**src/rtl/systolic_seq_ctrl.sv**
```systemverilog
// Sequencer for one weight-stationary systolic tile.
// A job has three phases: weight load (LOAD), activation streaming (FEED) and
// pipeline drain (DRAIN).
// Optional build macro SEQ_PERF_CNT_EN adds a 32-bit busy-cycle counter output, cycle_cnt.
module systolic_seq_ctrl #(
  parameter int unsigned ROWS  = 4,
  parameter int unsigned COLS  = 4,
  parameter int unsigned VEC_W = 8
) (
  input  logic                      clk,
  input  logic                      rst,
  input  logic                      start,
  input  logic [VEC_W-1:0]          num_vecs,
  output logic                      busy,
  output logic                      done,
  output logic                      w_rd_en,
  output logic [$clog2(ROWS)-1:0]   w_rd_addr,
  output logic                      load_weight,
  output logic                      a_rd_en,
  output logic [VEC_W-1:0]          a_rd_addr,
  output logic [COLS-1:0]           feed_valid,
  output logic                      res_valid,
  output logic [VEC_W-1:0]          res_idx
`ifdef SEQ_PERF_CNT_EN
  ,
  output logic [31:0]               cycle_cnt
`endif
);

  localparam int unsigned AW = $clog2(ROWS);

  typedef enum logic [1:0] {StIdle, StLoad, StFeed, StDrain} state_e;

  state_e            state_q, state_d;
  logic [VEC_W-1:0]  nvec_q, nvec_d;
  logic              busy_q, busy_d;
  logic              done_q, done_d;
  logic              w_rd_en_q, w_rd_en_d;
  logic [AW-1:0]     w_rd_addr_q, w_rd_addr_d;
  logic              load_weight_q, load_weight_d;
  logic              a_rd_en_q, a_rd_en_d;
  logic [VEC_W-1:0]  a_rd_addr_q, a_rd_addr_d;
  logic [COLS-1:0]   feed_q, feed_d;
  logic [ROWS-1:0]   drain_q, drain_d;
  logic              res_valid_q, res_valid_d;
  logic [VEC_W-1:0]  res_idx_q, res_idx_d;

  // Next-state and registered-output logic of the job FSM.
  always_comb begin
    state_d     = state_q;
    nvec_d      = nvec_q;
    busy_d      = busy_q;
    done_d      = 1'b0;
    w_rd_en_d   = 1'b0;
    w_rd_addr_d = w_rd_addr_q;
    a_rd_en_d   = 1'b0;
    a_rd_addr_d = a_rd_addr_q;
    res_idx_d   = res_valid_q ? res_idx_q + VEC_W'(1) : res_idx_q;

    unique case (state_q)
      StIdle: begin
        // A start coinciding with the done pulse is dropped.
        if (start && !done_q) begin
          if (num_vecs != '0) begin
            state_d     = StLoad;
            nvec_d      = num_vecs;
            busy_d      = 1'b1;
            w_rd_en_d   = 1'b1;
            // Bottom row first: weights shift south through the array.
            w_rd_addr_d = AW'(ROWS - 1);
            res_idx_d   = '0;
          end else begin
            done_d = 1'b1;
          end
        end
      end
      StLoad: begin
        if (w_rd_addr_q != '0) begin
          w_rd_en_d   = 1'b1;
          w_rd_addr_d = w_rd_addr_q - AW'(1);
        end else begin
          // Overlaps the last load_weight cycle; activation data lands a cycle later.
          state_d     = StFeed;
          a_rd_en_d   = 1'b1;
          a_rd_addr_d = '0;
        end
      end
      StFeed: begin
        if (a_rd_addr_q != nvec_q - VEC_W'(1)) begin
          a_rd_en_d   = 1'b1;
          a_rd_addr_d = a_rd_addr_q + VEC_W'(1);
        end else begin
          state_d = StDrain;
        end
      end
      StDrain: begin
        if (res_valid_q && (res_idx_q == nvec_q - VEC_W'(1))) begin
          state_d = StIdle;
          busy_d  = 1'b0;
          done_d  = 1'b1;
        end
      end
      default: state_d = StIdle;
    endcase
  end

  // Valid pipeline: column skew followed by the row/drain latency to the east edge.
  always_comb begin
    load_weight_d = w_rd_en_q;
    feed_d        = '0;
    drain_d       = '0;
    feed_d[0]     = a_rd_en_q;
    for (int c = 1; c < COLS; c++) begin
      feed_d[c] = feed_q[c-1];
    end
    drain_d[0] = feed_q[COLS-1];
    for (int r = 1; r < ROWS; r++) begin
      drain_d[r] = drain_q[r-1];
    end
    res_valid_d = drain_q[ROWS-1];
  end

  // State and output registers; reset aborts any job without a done pulse.
  always_ff @(posedge clk or posedge rst) begin
    if (rst) begin
      state_q       <= StIdle;
      nvec_q        <= '0;
      busy_q        <= 1'b0;
      done_q        <= 1'b0;
      w_rd_en_q     <= 1'b0;
      w_rd_addr_q   <= '0;
      load_weight_q <= 1'b0;
      a_rd_en_q     <= 1'b0;
      a_rd_addr_q   <= '0;
      feed_q        <= '0;
      drain_q       <= '0;
      res_valid_q   <= 1'b0;
      res_idx_q     <= '0;
    end else begin
      state_q       <= state_d;
      nvec_q        <= nvec_d;
      busy_q        <= busy_d;
      done_q        <= done_d;
      w_rd_en_q     <= w_rd_en_d;
      w_rd_addr_q   <= w_rd_addr_d;
      load_weight_q <= load_weight_d;
      a_rd_en_q     <= a_rd_en_d;
      a_rd_addr_q   <= a_rd_addr_d;
      feed_q        <= feed_d;
      drain_q       <= drain_d;
      res_valid_q   <= res_valid_d;
      res_idx_q     <= res_idx_d;
    end
  end

  assign busy        = busy_q;
  assign done        = done_q;
  assign w_rd_en     = w_rd_en_q;
  assign w_rd_addr   = w_rd_addr_q;
  assign load_weight = load_weight_q;
  assign a_rd_en     = a_rd_en_q;
  assign a_rd_addr   = a_rd_addr_q;
  assign feed_valid  = feed_q;
  assign res_valid   = res_valid_q;
  assign res_idx     = res_idx_q;

`ifdef SEQ_PERF_CNT_EN
  logic [31:0] cycle_cnt_q, cycle_cnt_d;

  // Busy-cycle count: cleared on job accept, frozen once busy drops.
  always_comb begin
    cycle_cnt_d = cycle_cnt_q;
    if (state_q == StIdle && start && !done_q) begin
      cycle_cnt_d = '0;
    end else if (busy_q) begin
      cycle_cnt_d = cycle_cnt_q + 32'd1;
    end
  end

  // Busy-cycle counter register.
  always_ff @(posedge clk or posedge rst) begin
    if (rst) begin
      cycle_cnt_q <= '0;
    end else begin
      cycle_cnt_q <= cycle_cnt_d;
    end
  end

  assign cycle_cnt = cycle_cnt_q;
`endif

endmodule

```
**config.mk**
```make
export PLATFORM = sky130hd
export DESIGN_NAME = systolic_seq_ctrl
export DESIGN_NICKNAME = d
export VERILOG_FILES = /design/src/rtl/systolic_seq_ctrl.sv
export SDC_FILE = /design/constraint.sdc
export NUM_CORES = 1
export LEC_CHECK = 0
export BUFFER_PORTS_ARGS = -buffer_cell sky130_fd_sc_hd__buf_2
export CORE_UTILIZATION = 40
export DETAILED_ROUTE_END_ITERATION = 8
export GPL_TIMING_DRIVEN = 0
export HOLD_SLACK_MARGIN = 0.08
export PLACE_DENSITY = 0.57
export SETUP_SLACK_MARGIN = 0.4
export SKIP_LAST_GASP = 1
export SLEW_MARGIN = 15
export SYNTH_ARGS = -nofsm -noshare
export SYNTH_HDL_FRONTEND = slang
export SYNTH_SLANG_ARGS = --single-unit
```
**constraint.sdc**
```tcl
create_clock -name clk -period 5.8 [get_ports clk]
set_clock_uncertainty 0.1 [all_clocks]
set_input_delay 1.16 -clock clk [delete_from_list [all_inputs] [get_ports clk]]
set_output_delay 1.16 -clock clk [all_outputs]
set_load 0.02 [all_outputs]
```
# Yosys cells after proc, flatten, opt, wreduce, memory -nomap -nowiden
# Index checks and enable logic that the tools add are counted.
[totals]
reg_bits = 42
input_bits = 11
output_inout_bits = 28
wordCells = 75
[op_classes]
addsub = 4
n_eq_ne = 12
muxes = 32
reduce_logical = 14
[ops]
columns = ["operator", "n"]
rows = [
  ["8-bit two-way mux", 6],
  ["8-bit by 1-bit adder with 8-bit output, second input constant", 2],
  ["2-bit two-way mux", 8],
  ["8-bit case mux with 2 select lines", 1],
  ["2-bit != test, second input constant", 7],
  ["1-bit two-way mux", 11],
  ["8-bit == test", 1],
  ["8-bit != test", 1],
  ["1-bit case mux with 2 select lines", 4],
  ["2-bit case mux with 4 select lines", 1],
  ["4-bit AND reduction", 2],
  ["2-bit nonzero test", 4],
  ["8-bit nonzero test", 1],
  ["8-bit by 1-bit subtractor with 8-bit output, second input constant", 1],
  ["3-bit AND reduction", 2],
  ["5-bit AND reduction", 1],
  ["2-bit == test, second input constant", 2],
  ["2-bit case mux with 2 select lines", 1],
  ["2-bit by 1-bit == test with 1-bit output, second input constant", 1],
  ["1-bit logical AND", 2],
  ["2-bit logical NOT", 1],
  ["2-bit by 1-bit subtractor with 2-bit output, second input constant", 1],
  ["1-bit logical NOT", 1],
]

# Depth between registers and ports, before layout
[depth]
depth_word = 5
depth_mapped = 11
depth_no_buf = 9

# Worst setup path before layout
# Ideal clock, no wire load.
[synth_path]
path_kind = "input -> register"
start = "input num_vecs[5]"
end = "register nvec_q[0]"
setup_ns = 0.083
arrival_time_ns = 2.593
required_time_ns = 5.617
slack_ns = 3.024
path_stages = 7
path_buffers = 2
path_cell_list = "or4_1 > nor2_1 > nor3b_1 > and2_1 > clkbuf_1 > clkbuf_1 > o21ai_0"
[synth_between]
elab_chain_len = 2
[synth_rtl]
columns = ["item", "line_no", "rtl"]
rows = [
  ["start: declaration", "13", "input logic [VEC_W-1:0] num_vecs,"],
  ["8-bit nonzero test", "64", "if (num_vecs != '0) begin"],
  ["3-bit AND reduction (no source line)", "-", ""],
  ["end signal: assignment", "141", "nvec_q <= nvec_d;"],
  ["end: declaration", "35", "logic [VEC_W-1:0] nvec_q, nvec_d;"],
]
# No other way between the ends.
# A chain may end at the register's enable or synchronous reset.

# Worst setup path after layout
[layout_path]
start = "register nvec_q[0]"
end = "register state_q[1]"
[layout_between]
elab_chain_len = 5
elab_cells_between_ends = 7
cone_classes = "add/sub: 1; eq/ne: 4; reduce/logical: 2"
[layout_rtl]
columns = ["item", "line_no", "rtl"]
rows = [
  ["8-bit by 1-bit subtractor with 8-bit output (*)", "89, 97", ""],
  ["8-bit == test", "97", "if (res_valid_q && (res_idx_q == nvec_q - VEC_W'(1))) begin"],
  ["1-bit logical AND", "97", ""],
  ["2-bit != test (no source line)", "-", ""],
  ["5-bit AND reduction (no source line) (*)", "-", ""],
  ["end signal: assignment", "126", "state_q <= StIdle;"],
  ["end signal: assignment", "140", "state_q <= state_d;"],
  ["end: declaration", "34", "state_e state_q, state_d;"],
]
# Mark *: on every way between the ends. The rest lies on a longest branch, timed or not.

==> flow_summary.yaml <==
yosys:
  synth.top_cell.area_share_pct: 44.3
  synth_seq_area_share_pct: 44.3
  synth_most_common_cell: "dfrtp_1"
  synthTopCellsByArea: "dfrtp_1, xnor2_1, ha_1"
  synth_flop_cell: "dfrtp_1"
  synthAdderAreaFrac_pct: 4.21
  synthCells: 239
  ys_types: 55
  async_reset_ff_share_pct: 100
  synth_largest_area_cell: "dfrtp_1"
  synth.area.mux_share_pct: 4.74
  syn_area_sq_um: 2370
  ys_ff_latch: 42
  synth_edf_count: 0
  synth_top_family_by_area: "simple AND/OR/NAND/NOR gates"
  synth_compound_area_share_pct: 14.6
  synthTopCellsByCount: "dfrtp_1, nor2_1, nand2_1"
  synth.avg_cell_area_sq_um: 9.94
  synth_xor_xnor_area_share_pct: 9.43
  ys_warn_count: 0
  synthSimpleGateAreaFrac_pct: 18.3
  synth_fp_nets: 258
critical_path:
  cp-end-kind: "register"
  slowest_delay_ns: 0.48
  reg2reg_slack_ns: 2.62
  critPathBufInv: 3
  crit_chain: "inv_1 -> ha_1 -> buf_1 -> inv_1 -> a311oi_1 -> o21ai_1 -> a2111oi_0 -> o211a_1 -> o2111ai_2 -> mux2_4"
  slowest_stage: "a2111oi_0"
  start_kind: "register"
  path_class: "reg -> reg"
  cp_max_fo: 10
  crit_top_cell: "inv_1"
  cp.arrival_ns: 3.27
  cp_data_required_time_ns: 5.89
  worstRegToRegCells: 10
  rr_startpoint: "nvec_q[0]"
  reg2reg_to: "state_q[1]"
  crit_family: "compound AO/OA/AOI/OAI gates"
final_layout:
  fin_cells: 358
  syn2layout_area_growth_pct: 17.1
  n_antenna_cell: 0
  drive_above_1_share_pct: 23.4
  fin_nets: 304
routing:
  drtIter0Drc: 92
  wl_met1_microns: 2520
  routed_wl_microns: 5060
  ant_nets: 0
  drtPass1Iterations: 4
  viasPerCell: 5.20
  post_drt_wl_per_cell_microns: 14.1
  met2_length_microns: 2290
  top_layer_used: "met4"
  wl_met3_microns: 217
  vias: 1863
  drcViolationCount: 0
clock_tree:
  insertion_delay_ns: 0.30
  root_buffer: "clkbuf_8"
  htreeDepth: 2
  numCtsBuffers: 5
  tritoncts: "built"
  clockBufferDepth: 2
  postCtsSetupRepairBufs: 0
  cts_resized: 0
  hold_buffers: 0
  clkSlewWorstSetupHoldPaths_ns: 0.09
  clock-sinks: 42
power:
  internal_power_w: 0.000388
  clockPowerShare_pct: 40.2
  ir_drop_mv: 0.117
  p_per_area_nw_per_um2: 184
  seqPwrFrac_pct: 57.2
  p_switching_w: 0.000124
  comb_power_share_pct: 2.7
  swShare_pct: 24.2
  total_leakage_power_nw: 1.35
global_route:
  overflow: 0
  grtUsageTotal_pct: 17.8
  antenna_found_initial: 0
  grt_pass1_vias: 1784
  grt_max_degree: 24
  grt_pass1_wl_microns: 8620
hold_path:
  hold_start: "drain_q[0]"
  min_path_type: "reg -> reg"
  hold_depth: 0
  hold-path-endpoint: "drain_q[1]"
run_status:
  outcome: "finished clean"
run:
  drv_cap: 0
sta:
  worstMarginPinSlew_ns: 0.626
  final-setup-viol-count: 0
  final.period_utilization_pct: 54.9
  holdWs_ns: 0.254
  setup_tns_ns: 0
  hold_viol: 0
  layout_min_cycle_time_ns: 3.18
  drv_slew: 0
  clock.fmax_ghz: 0.314
  rsz0062_at_grt: "no"
  slew-limit-headroom_pct: 57.9
die:
  die_h_microns: 79.1
  dieArea_sq_um: 6250
  start_util_pct: 42.3
  num_rows: 27
  io_pins: 39
  core_sq_um: 5610
  die_w_microns: 79.1
place:
  dp_hpwl_microns: 3790
  placed_cells: 350
  portBuffers: 38
  gp_congestion: 0.808
-- per-stage QoR --
stage	util (%)	power, W	area, sq um	setup slack [ns]
after detailed placement	47.8	0.000313	2680	2.63
after global placement	47.3	0.000310	2660	2.60
after CTS	49.6	0.000525	2780	2.63
after floorplan	-	0.000304	2370	3.02
after global routing	49.6	0.000536	2780	2.38
final	49.6	0.000512	2780	2.62
-- power groups by stage --
stage	Combinational [W]	Sequential (W)	Clock [W]
after floorplan	0.00000553	0.000298	0
after global placement	0.0000117	0.000298	0
after detailed placement	0.0000142	0.000298	0
after CTS	0.0000144	0.000293	0.000218
after global routing	0.0000156	0.000293	0.000227
final	0.0000136	0.000293	0.000206
-- worst max path at each step --
stage	startpoint	end	cells past startpoint
after global routing	nvec_q[0]	state_q[1]	10
after floorplan	num_vecs[5]	nvec_q[0]	7
after CTS	nvec_q[0]	state_q[1]	10
after global placement	nvec_q[0]	state_q[1]	10
final	nvec_q[0]	state_q[1]	10
after detailed placement	num_vecs[1]	nvec_q[0]	8
-- final cells by class --
cell class / count / area [sq um]
Tap cell: 72 / 90.1
Inverter: 13 / 48.8
Sequential cell: 42 / 1050
Buffer: 12 / 56.3
Clock inverter: 3 / 28.8
Multi-Input combinational cell: 172 / 1220
Fill cell: 572 / 2830
Timing Repair Buffer: 39 / 218
Clock buffer: 5 / 68.8
-- cells by family after synthesis --
logic type	after synthesis
multiplexers	10
flip-flops	42
adder cells (fa/ha/maj)	8
buffers and inverters	25
AO/OA/AOI/OAI	51
AND/OR/NAND/NOR	79
XOR/XNOR	24
-- per-layer routing --
layer	up-vias	global-route usage, %
met5	-	0
met4	0	5.09
met3	4	2.87
met2	45	27.0
met1	870	25.9
li1	944	-
-- flip-flops by register name (all words and copies together) (netlist names) --
signal	count
feed_valid	4
a_rd_addr	8
res_idx	8
state_q	2
drain_q	4
load_weight	1
busy	1
done	1
nvec_q	8
w_rd_en	1
w_rd_addr	2
a_rd_en	1
res_valid	1
-- cell usage in the layout, fill, tap and decap left out, drive strengths merged, types with 3 or more instances in the layout --
cell and count:
a31oi 3, xor2 11, clkbuf 11, nand3 9, o31ai 4, nand2 16, and3 3, mux2i 3
inv 15, or4 5, buf 45, nor4 3, ha 8, o21ai 15, nand4 5, o211ai 3
dfrtp 42, xnor2 12, mux2 7, nor2 18, or3 5, a21oi 11
(Power assumes the default switching activity.)
